<file path="src/rtl/tug_field.sv">
// Tug of War playfield: one-hot rope position, round-win detection with a
// fixed winner hold, per-player scores and match-over freeze.
module tug_field #(
   parameter int NUM_LIGHTS  = 9,
   parameter int HOLD_CYCLES = 4,
   parameter int MAX_SCORE   = 7
) (
   input  logic                  Clock,
   input  logic                  Reset,
   input  logic                  L,
   input  logic                  R,
   output logic [NUM_LIGHTS-1:0] lights,
   output logic [1:0]            winner,
   output logic [2:0]            score_l,
   output logic [2:0]            score_r,
   output logic                  match_over
);

   localparam int POS_W  = $clog2(NUM_LIGHTS);
   localparam int HOLD_W = (HOLD_CYCLES > 1) ? $clog2(HOLD_CYCLES) : 1;

   localparam logic [POS_W-1:0]  CENTRE    = POS_W'((NUM_LIGHTS - 1) / 2);
   localparam logic [POS_W-1:0]  LAST      = POS_W'(NUM_LIGHTS - 1);
   localparam logic [HOLD_W-1:0] HOLD_LOAD = HOLD_W'(HOLD_CYCLES - 1);
   localparam logic [2:0]        MAX_S     = 3'(MAX_SCORE);

   localparam logic [1:0] ST_PLAY = 2'b00;
   localparam logic [1:0] ST_WIN  = 2'b01;
   localparam logic [1:0] ST_OVER = 2'b10;

   localparam logic [1:0] WIN_NONE  = 2'b00;
   localparam logic [1:0] WIN_LEFT  = 2'b01;
   localparam logic [1:0] WIN_RIGHT = 2'b10;

   function automatic logic [2:0] sat_inc(input logic [2:0] s);
      return (s == 3'd7) ? s : s + 3'd1;
   endfunction

   function automatic logic [NUM_LIGHTS-1:0] one_hot(input logic [POS_W-1:0] p);
      return {{(NUM_LIGHTS-1){1'b0}}, 1'b1} << p;
   endfunction

   logic [1:0]            state_q, state_d;
   logic [POS_W-1:0]      pos_q, pos_d;
   logic [HOLD_W-1:0]     hold_q, hold_d;
   logic [NUM_LIGHTS-1:0] lights_q, lights_d;
   logic [1:0]            winner_q, winner_d;
   logic [2:0]            score_l_q, score_l_d;
   logic [2:0]            score_r_q, score_r_d;
   logic                  match_over_q, match_over_d;

   logic                  mv_l, mv_r;
   logic [2:0]            win_score;

   assign mv_l = L & ~R;
   assign mv_r = R & ~L;

   always_comb begin
      state_d      = state_q;
      pos_d        = pos_q;
      hold_d       = hold_q;
      lights_d     = lights_q;
      winner_d     = winner_q;
      score_l_d    = score_l_q;
      score_r_d    = score_r_q;
      match_over_d = match_over_q;
      win_score    = (winner_q == WIN_LEFT) ? score_l_q : score_r_q;

      case (state_q)
         ST_PLAY: begin
            // Simultaneous presses cancel: neither mv_l nor mv_r is set.
            if (mv_l) begin
               if (pos_q == LAST) begin
                  state_d   = ST_WIN;
                  winner_d  = WIN_LEFT;
                  lights_d  = '0;
                  score_l_d = sat_inc(score_l_q);
                  hold_d    = HOLD_LOAD;
               end else begin
                  pos_d    = pos_q + POS_W'(1);
                  lights_d = one_hot(pos_q + POS_W'(1));
               end
            end else if (mv_r) begin
               if (pos_q == '0) begin
                  state_d   = ST_WIN;
                  winner_d  = WIN_RIGHT;
                  lights_d  = '0;
                  score_r_d = sat_inc(score_r_q);
                  hold_d    = HOLD_LOAD;
               end else begin
                  pos_d    = pos_q - POS_W'(1);
                  lights_d = one_hot(pos_q - POS_W'(1));
               end
            end
         end
         ST_WIN: begin
            // Score was already bumped on entry, so compare the stored value.
            if (hold_q == '0) begin
               if (win_score == MAX_S) begin
                  state_d      = ST_OVER;
                  match_over_d = 1'b1;
               end else begin
                  state_d  = ST_PLAY;
                  pos_d    = CENTRE;
                  lights_d = one_hot(CENTRE);
                  winner_d = WIN_NONE;
               end
            end else begin
               hold_d = hold_q - HOLD_W'(1);
            end
         end
         ST_OVER: begin
         end
         default: begin
            state_d      = ST_PLAY;
            pos_d        = CENTRE;
            hold_d       = '0;
            lights_d     = one_hot(CENTRE);
            winner_d     = WIN_NONE;
            match_over_d = 1'b0;
         end
      endcase
   end

   always_ff @(posedge Clock) begin
      if (Reset) begin
         state_q      <= ST_PLAY;
         pos_q        <= CENTRE;
         hold_q       <= '0;
         lights_q     <= one_hot(CENTRE);
         winner_q     <= WIN_NONE;
         score_l_q    <= 3'd0;
         score_r_q    <= 3'd0;
         match_over_q <= 1'b0;
      end else begin
         state_q      <= state_d;
         pos_q        <= pos_d;
         hold_q       <= hold_d;
         lights_q     <= lights_d;
         winner_q     <= winner_d;
         score_l_q    <= score_l_d;
         score_r_q    <= score_r_d;
         match_over_q <= match_over_d;
      end
   end

   assign lights     = lights_q;
   assign winner     = winner_q;
   assign score_l    = score_l_q;
   assign score_r    = score_r_q;
   assign match_over = match_over_q;

endmodule

</file>
<file path="config.mk">
export PLATFORM = sky130hd
export DESIGN_NAME = tug_field
export DESIGN_NICKNAME = d
export VERILOG_FILES = /design/src/rtl/tug_field.sv
export SDC_FILE = /design/constraint.sdc
export NUM_CORES = 1
export LEC_CHECK = 0
export BUFFER_PORTS_ARGS = -buffer_cell sky130_fd_sc_hd__clkbuf_2
export CELL_PAD_IN_SITES_DETAIL_PLACEMENT = 0
export CELL_PAD_IN_SITES_GLOBAL_PLACEMENT = 1
export CORE_MARGIN = 5
export CORE_UTILIZATION = 40
export DETAILED_ROUTE_END_ITERATION = 10
export GPL_TIMING_DRIVEN = 0
export PLACE_DENSITY = 0.84
export SYNTH_ARGS = -nofsm -noshare
export SYNTH_HDL_FRONTEND = slang
export SYNTH_SLANG_ARGS = --single-unit
</file>
<file path="constraint.sdc">
create_clock -name Clock -period 4.18 [get_ports Clock]
set_clock_uncertainty 0.05 [all_clocks]
set_input_delay 0.209 -clock Clock [delete_from_list [all_inputs] [get_ports Clock]]
set_output_delay 0.209 -clock Clock [all_outputs]
set_load 0.05 [all_outputs]
</file>
==> results of run 1 <==
[worst max-delay path: cells and delay by family, from the launching register on]
family | cells | cell delay [ns]
buffers and inverters | 3 | 0.55
flip-flops | 1 | 0.43
AND/OR/NAND/NOR | 2 | 0.56
AO/OA/AOI/OAI | 3 | 0.43
adder cells (fa/ha/maj) | 1 | 0.22
[how the worst min path moves through the flow]
stage,end,depth (start not counted),slack [ns],startpoint
floorplan,match_over,2,0.43,Reset
CTS,match_over,2,0.18,Reset
global placement,lights[8],1,0.40,lights[8]
finish,match_over,2,0.17,Reset
detailed placement,lights[6],1,0.40,lights[6]
global route,match_over,2,0.19,Reset
[report_power, final]
group / switching [uW] / leakage [uW] / internal [uW] / total (uW)
Sequential: 25.5 / 0.000211 / 276 / 302
Clock: 86.1 / 0.0000288 / 84.5 / 171
Combinational: 230 / 0.000563 / 123 / 353
Total: 342 / 0.000803 / 484 / 826
[registers in the layout, indices dropped and copies added, names as in the netlist]
name and flops:
hold_q 2, score_r 3, match_over 1, score_l 3, state_q 2, lights 9
winner 2, pos_q 4
[layout make-up]
type                    instances  area, um2
fillers                       428       2150
multi-input cells             160       1092
inverters                      10      37.54
flip-flops and latches         26      520.5
repair buffers                 20      100.1
clock buffers                   4      55.05
plain buffers                  13      68.82
well taps                      50      62.56
[cell families after synthesis]
logic type      Yosys count  synth area share (%)
simple gates             80                 23.51
fa+ha+maj                13                 9.462
mux                       9                 5.313
buf+inv                  23                 6.186
compound gates           53                 22.71
xor+xnor                  5                 2.548
flops                    26                 30.28
[synth_stat cells (2+ instances only)]
cell type  number
o21ai_0         6
o2bb2ai_1       3
mux2i_1         8
o21bai_1        2
a221o_1         4
nor2b_1         4
ha_1           13
o21ai_1         5
nor3_2          2
or3_1           2
nand2_1        22
a32oi_1         4
nand2b_1        5
nand4_1         3
nor3_1          7
nand3_1         6
a31oi_1         3
inv_1          10
a21oi_1         9
buf_2           6
a22o_1          2
xor2_1          2
xnor2_1         3
a211oi_1        2
nor2_1         19
dfxtp_1        26
clkbuf_1        3
or4_1           2
[metrics by stage]
stage | cell area [um2] | total power [uW] | utilization [%]
after global placement | 1882 | 655.8 | 46.05
after global routing | 1937 | 885.9 | 47.40
after floorplan | 1719 | 579.6 | -
after detailed placement | 1882 | 657.4 | 46.05
after CTS | 1937 | 830.3 | 47.40
final | 1937 | 826.0 | 47.40
[layer usage]
layer	global-route usage [%]	wire length (um)	vias up
met3	3.034	206	6
met5	0	0	-
met2	25.12	1841	49
li1	-	-	812
met1	19.65	1956	748
met4	4.854	45	0
==> results.toml, run 1 <==
[outcome]
status = "completed"

[routing]
drt_drc_violations_left = 0
drt_iter0_drc = 141
via_per_inst = 5.707
wl_per_cell_um = 14.31
drt-total-wl_um = 4049
ant_nets = 0
vias = 1615
drt_pre_antenna_iters = 4

[cells_and_area]
final_common_cell = "dfxtp_1"
fin_cells = 283
areaGrowthSynthToFinish_pct = 12.66
fin_nets = 251
drive_gt1_share_pct = 16.31
antenna_cells = 0
layout_common_cells = "dfxtp_1, nand2_1, clkbuf_2"

[timing]
finalSetupViolations = 0
relSlewSlack_pct = 64.66
min_period_ns = 2.288
slew_viol_final = 0
fin_tns_setup_ns = 0
hold_viol = 0
rsz0062_at_grt = "no"
worstMarginPinSlew_ns = 0.5257
fin_crit_sh_pct = 54.74
whs_ns = 0.1740
fmax_ghz = 0.4370
setup_ws_ns = 1.892

[worst_setup_path]
r2r_end = "lights[1]"
critPathSlowestCell = "dfxtp_1"
crit_path_end = "lights[1]"
crit_type = "register to register"
crit_arrival_ns = 2.47
crit_required_ns = 4.36
regToRegStartpoint = "pos_q[1]"
rrSetupSlack_ns = 1.89
worst_setup_path_end_kind = "register"
rr_worst_depth = 9
crit_start = "pos_q[1]"
cp-start-kind = "register"
worstPathCellList = "buf_2 > inv_1 > ha_1 > buf_2 > or2_1 > o21ai_1 > a2bb2oi_1 > nor3_1 > a221o_1"
crit_path_frequent_cell = "buf_2"
critPathMaxFanout = 10
slowest_delay_ns = 0.43

[die]
num_rows = 23
start_util_pct = 42.07
die_x_um = 75.56
die_area_um2 = 5709
ios = 22
coreArea_um2 = 4086
die_h_um = 75.56

[clock_tree]
cts-htree-levels = 1
path_clk_slew_ns = 0.10
cts_hold_buf = 0
cts_tree = "done"
cts-root-buf = "clkbuf_8"
clock-sinks = 26
worstSkewPairLatency_ns = 0.28
post_cts_buffers = 0
cts_resized = 0
clk_path_buf_depth = 2
cts_made_buffers = 3

[power]
p_leak_uw = 0.0008034
ir_drop_v = 0.0002412
power-per-cell-area_nw_per_um2 = 426.5

[placed_design]
gp_congestion = 0.8840
io_buffers = 20
dp.cells = 279
dpl.hpwl_um = 3114
post-place-ws_ns = 1.965

[global_routing]
grt_pass1_wl_um = 6748
grt_max_degree = 15
antenna_found_initial = 0
grt_pass1_vias = 1480
gr-total-overflow = 0
grt_use_total_pct = 15.12

[synthesis]
synth-edff-count = 0
synth_ff_type = "dfxtp_1"
syn_area_um2 = 1719
synth.avg_cell_area_um2 = 8.226
yosysSeqAreaShare_pct = 30.28
yosysWarnings = 0
synth_top_area_share_pct = 30.28
synth_cell_type_count = 54
async_reset_ff_share_pct = 0
yosysTopAreaCell = "dfxtp_1"
syn-instance-count = 209
synth_seq_cells = 26
ys_top_cells_by_area = "dfxtp_1, ha_1, nand2_1"
syn_nets = 226

[job]
drv_cap = 0

[hold_path]
min_path_type = "input pin to register"
Power figures use the tool's default switching activity.
==> inputs of run 2 (changes only) <==
--- a/config.mk
+++ b/config.mk
@@ -9,10 +9,10 @@
 export CELL_PAD_IN_SITES_DETAIL_PLACEMENT = 0
 export CELL_PAD_IN_SITES_GLOBAL_PLACEMENT = 1
 export CORE_MARGIN = 5
-export CORE_UTILIZATION = 40
+export CORE_UTILIZATION = 39
 export DETAILED_ROUTE_END_ITERATION = 10
 export GPL_TIMING_DRIVEN = 0
-export PLACE_DENSITY = 0.84
+export PLACE_DENSITY = 0.85
 export SYNTH_ARGS = -nofsm -noshare
 export SYNTH_HDL_FRONTEND = slang
 export SYNTH_SLANG_ARGS = --single-unit
==> constraint.sdc (replaced) <==
create_clock -name Clock -period 2.1 [get_ports Clock]
set_clock_uncertainty 0.05 [all_clocks]
set_input_delay 0.105 -clock Clock [delete_from_list [all_inputs] [get_ports Clock]]
set_output_delay 0.105 -clock Clock [all_outputs]
set_load 0.05 [all_outputs]
==> run 2 against run 1 <==
Against the previous run: non-clock buffer count up 1; sequential share of layout area down 0.41 points; critical endpoint is now lights[2]; global-route usage down 1.5 points; final cell count up 1.1%.
==> results.toml, run 2 (synthesized netlist as in run 1, its figures left out) <==
[timing]
worstMarginPinSlew_ns = 0.5386
finalSetupViolations = 0
rsz0062_at_grt = "no"
fin_tns_setup_ns = 0
fmax_ghz = 0.5235
relSlewSlack_pct = 63.79
min_period_ns = 1.910
fin_crit_sh_pct = 90.96
whs_ns = 0.08473
hold_viol = 0
slew_viol_final = 0

[global_routing]
gr-total-overflow = 0
grt_pass1_vias = 1482
grt_pass1_wl_um = 6782
antenna_found_initial = 0
grt_use_total_pct = 13.62
grt_max_degree = 15

[die]
ios = 22
coreArea_um2 = 4324
die_area_um2 = 5836
num_rows = 24
start_util_pct = 39.76
die_x_um = 76.40
die_h_um = 76.40

[routing]
drt-total-wl_um = 4017
wl_met3_um = 177
drt_pre_antenna_iters = 4
ant_nets = 0
vias = 1564
wl_per_cell_um = 14.05
drt_drc_violations_left = 0
wl_met1_um = 1883
route.met2.wl_um = 1922
via_per_inst = 5.469
top_layer = "met4"
drt_iter0_drc = 150

[power]
power-per-cell-area_nw_per_um2 = 850.8
total_power_uw = 1689
p_comb_share_pct = 44.6
power_frac_seq_pct = 35.6
p_sw_share_pct = 40.93
p_int_uw = 997.8
ir_drop_v = 0.0003819
power_frac_clock_pct = 19.8
switchingPower_uw = 691.5
p_leak_uw = 0.0008180

[cells_and_area]
fin_nets = 252
largest_reg_flops = 9
drive_gt1_share_pct = 20.09
final_common_cell = "dfxtp_1"
nFillCells = 464
layout_common_cells = "dfxtp_1, nand2_1, clkbuf_2"
fin_cells = 286
antenna_cells = 0
final_area_um2 = 1986
areaGrowthSynthToFinish_pct = 15.50

[placed_design]
gp_congestion = 0.8959
placed_cell_area_um2 = 1884
dpl.hpwl_um = 3023
io_buffers = 20
dp.cells = 281

[clock_tree]
clock-sinks = 26
cts_made_buffers = 3
clk_path_buf_depth = 2
cts-htree-levels = 1
cts-root-buf = "clkbuf_8"
worstSkewPairLatency_ns = 0.27
path_clk_slew_ns = 0.10
cts_tree = "done"

[outcome]
status = "completed"

[worst_setup_path]
crit_arrival_ns = 2.09
worst_setup_path_end_kind = "register"
crit_type = "register to register"
crit_required_ns = 2.28
critPathMaxFanout = 10
rrSetupSlack_ns = 0.19
cp-start-kind = "register"

[hold_path]
min_path_type = "input pin to register"

[job]
drv_cap = 0
-- run 2: path summary, 6_finish.rpt --
kind | start | cells past startpoint | endpoint
worst max-delay path | pos_q[1] | 9 | lights[2]
worst min-delay path | Reset | 2 | match_over
worst max register to register | pos_q[1] | 9 | lights[2]
worst min register to register | lights[8] | 1 | lights[8]
-- run 2: through the flow --
step	worst slack [ns]	utilization, %
3_3_place_gp	-0.08933	43.58
6_report	0.1898	45.92
4_1_cts	0.02822	45.14
3_5_place_dp	-0.1218	43.58
5_1_grt	0.02878	45.92
2_1_floorplan	0.1905	-
-- run 2: power groups by stage --
stage	Sequential, uW	Clock, uW	Combinational, uW
floorplan	682	0	472
global placement	610	0	693
detailed placement	612	0	693
CTS	601	353	707
global route	612	373	823
finish	601	335	753
-- run 2: timing repair --
action / in CTS / in global routing
pin swaps: 0 / 3
hold buffers: 0 / 0
endpoints found under the hold margin: 0 / 0
endpoints found under the setup margin: 7 / 8
gates resized for setup: 3 / 10
setup buffers: 0 / 1
gates cloned: 0 / 0
-- run 2: worst max-delay path: stages (launching register included) --
cell	delay [ns]
dfxtp_4	0.37
buf_6	0.13
inv_1	0.08
ha_2	0.18
buf_4	0.17
or2_4	0.25
o21ai_2	0.15
a2bb2oi_2	0.08
nor3_2	0.24
a221o_1	0.17
-- run 2: cell type report --
cell class	count	area, um2	share of cell area (%)
repair buffers	21	107.6	5.419
inverters	10	37.54	1.890
plain buffers	13	77.57	3.907
clock buffers	4	55.05	2.773
flip-flops and latches	26	525.5	26.47
multi-input cells	160	1117	56.27
well taps	52	65.06	3.277
-- run 2: layer usage --
layer  GRT usage, %  vias to the layer above
li1               -                      809
met1          17.03                      716
met2          23.46                       34
met3          3.428                        5
met4          2.972                        0
met5              0                        -
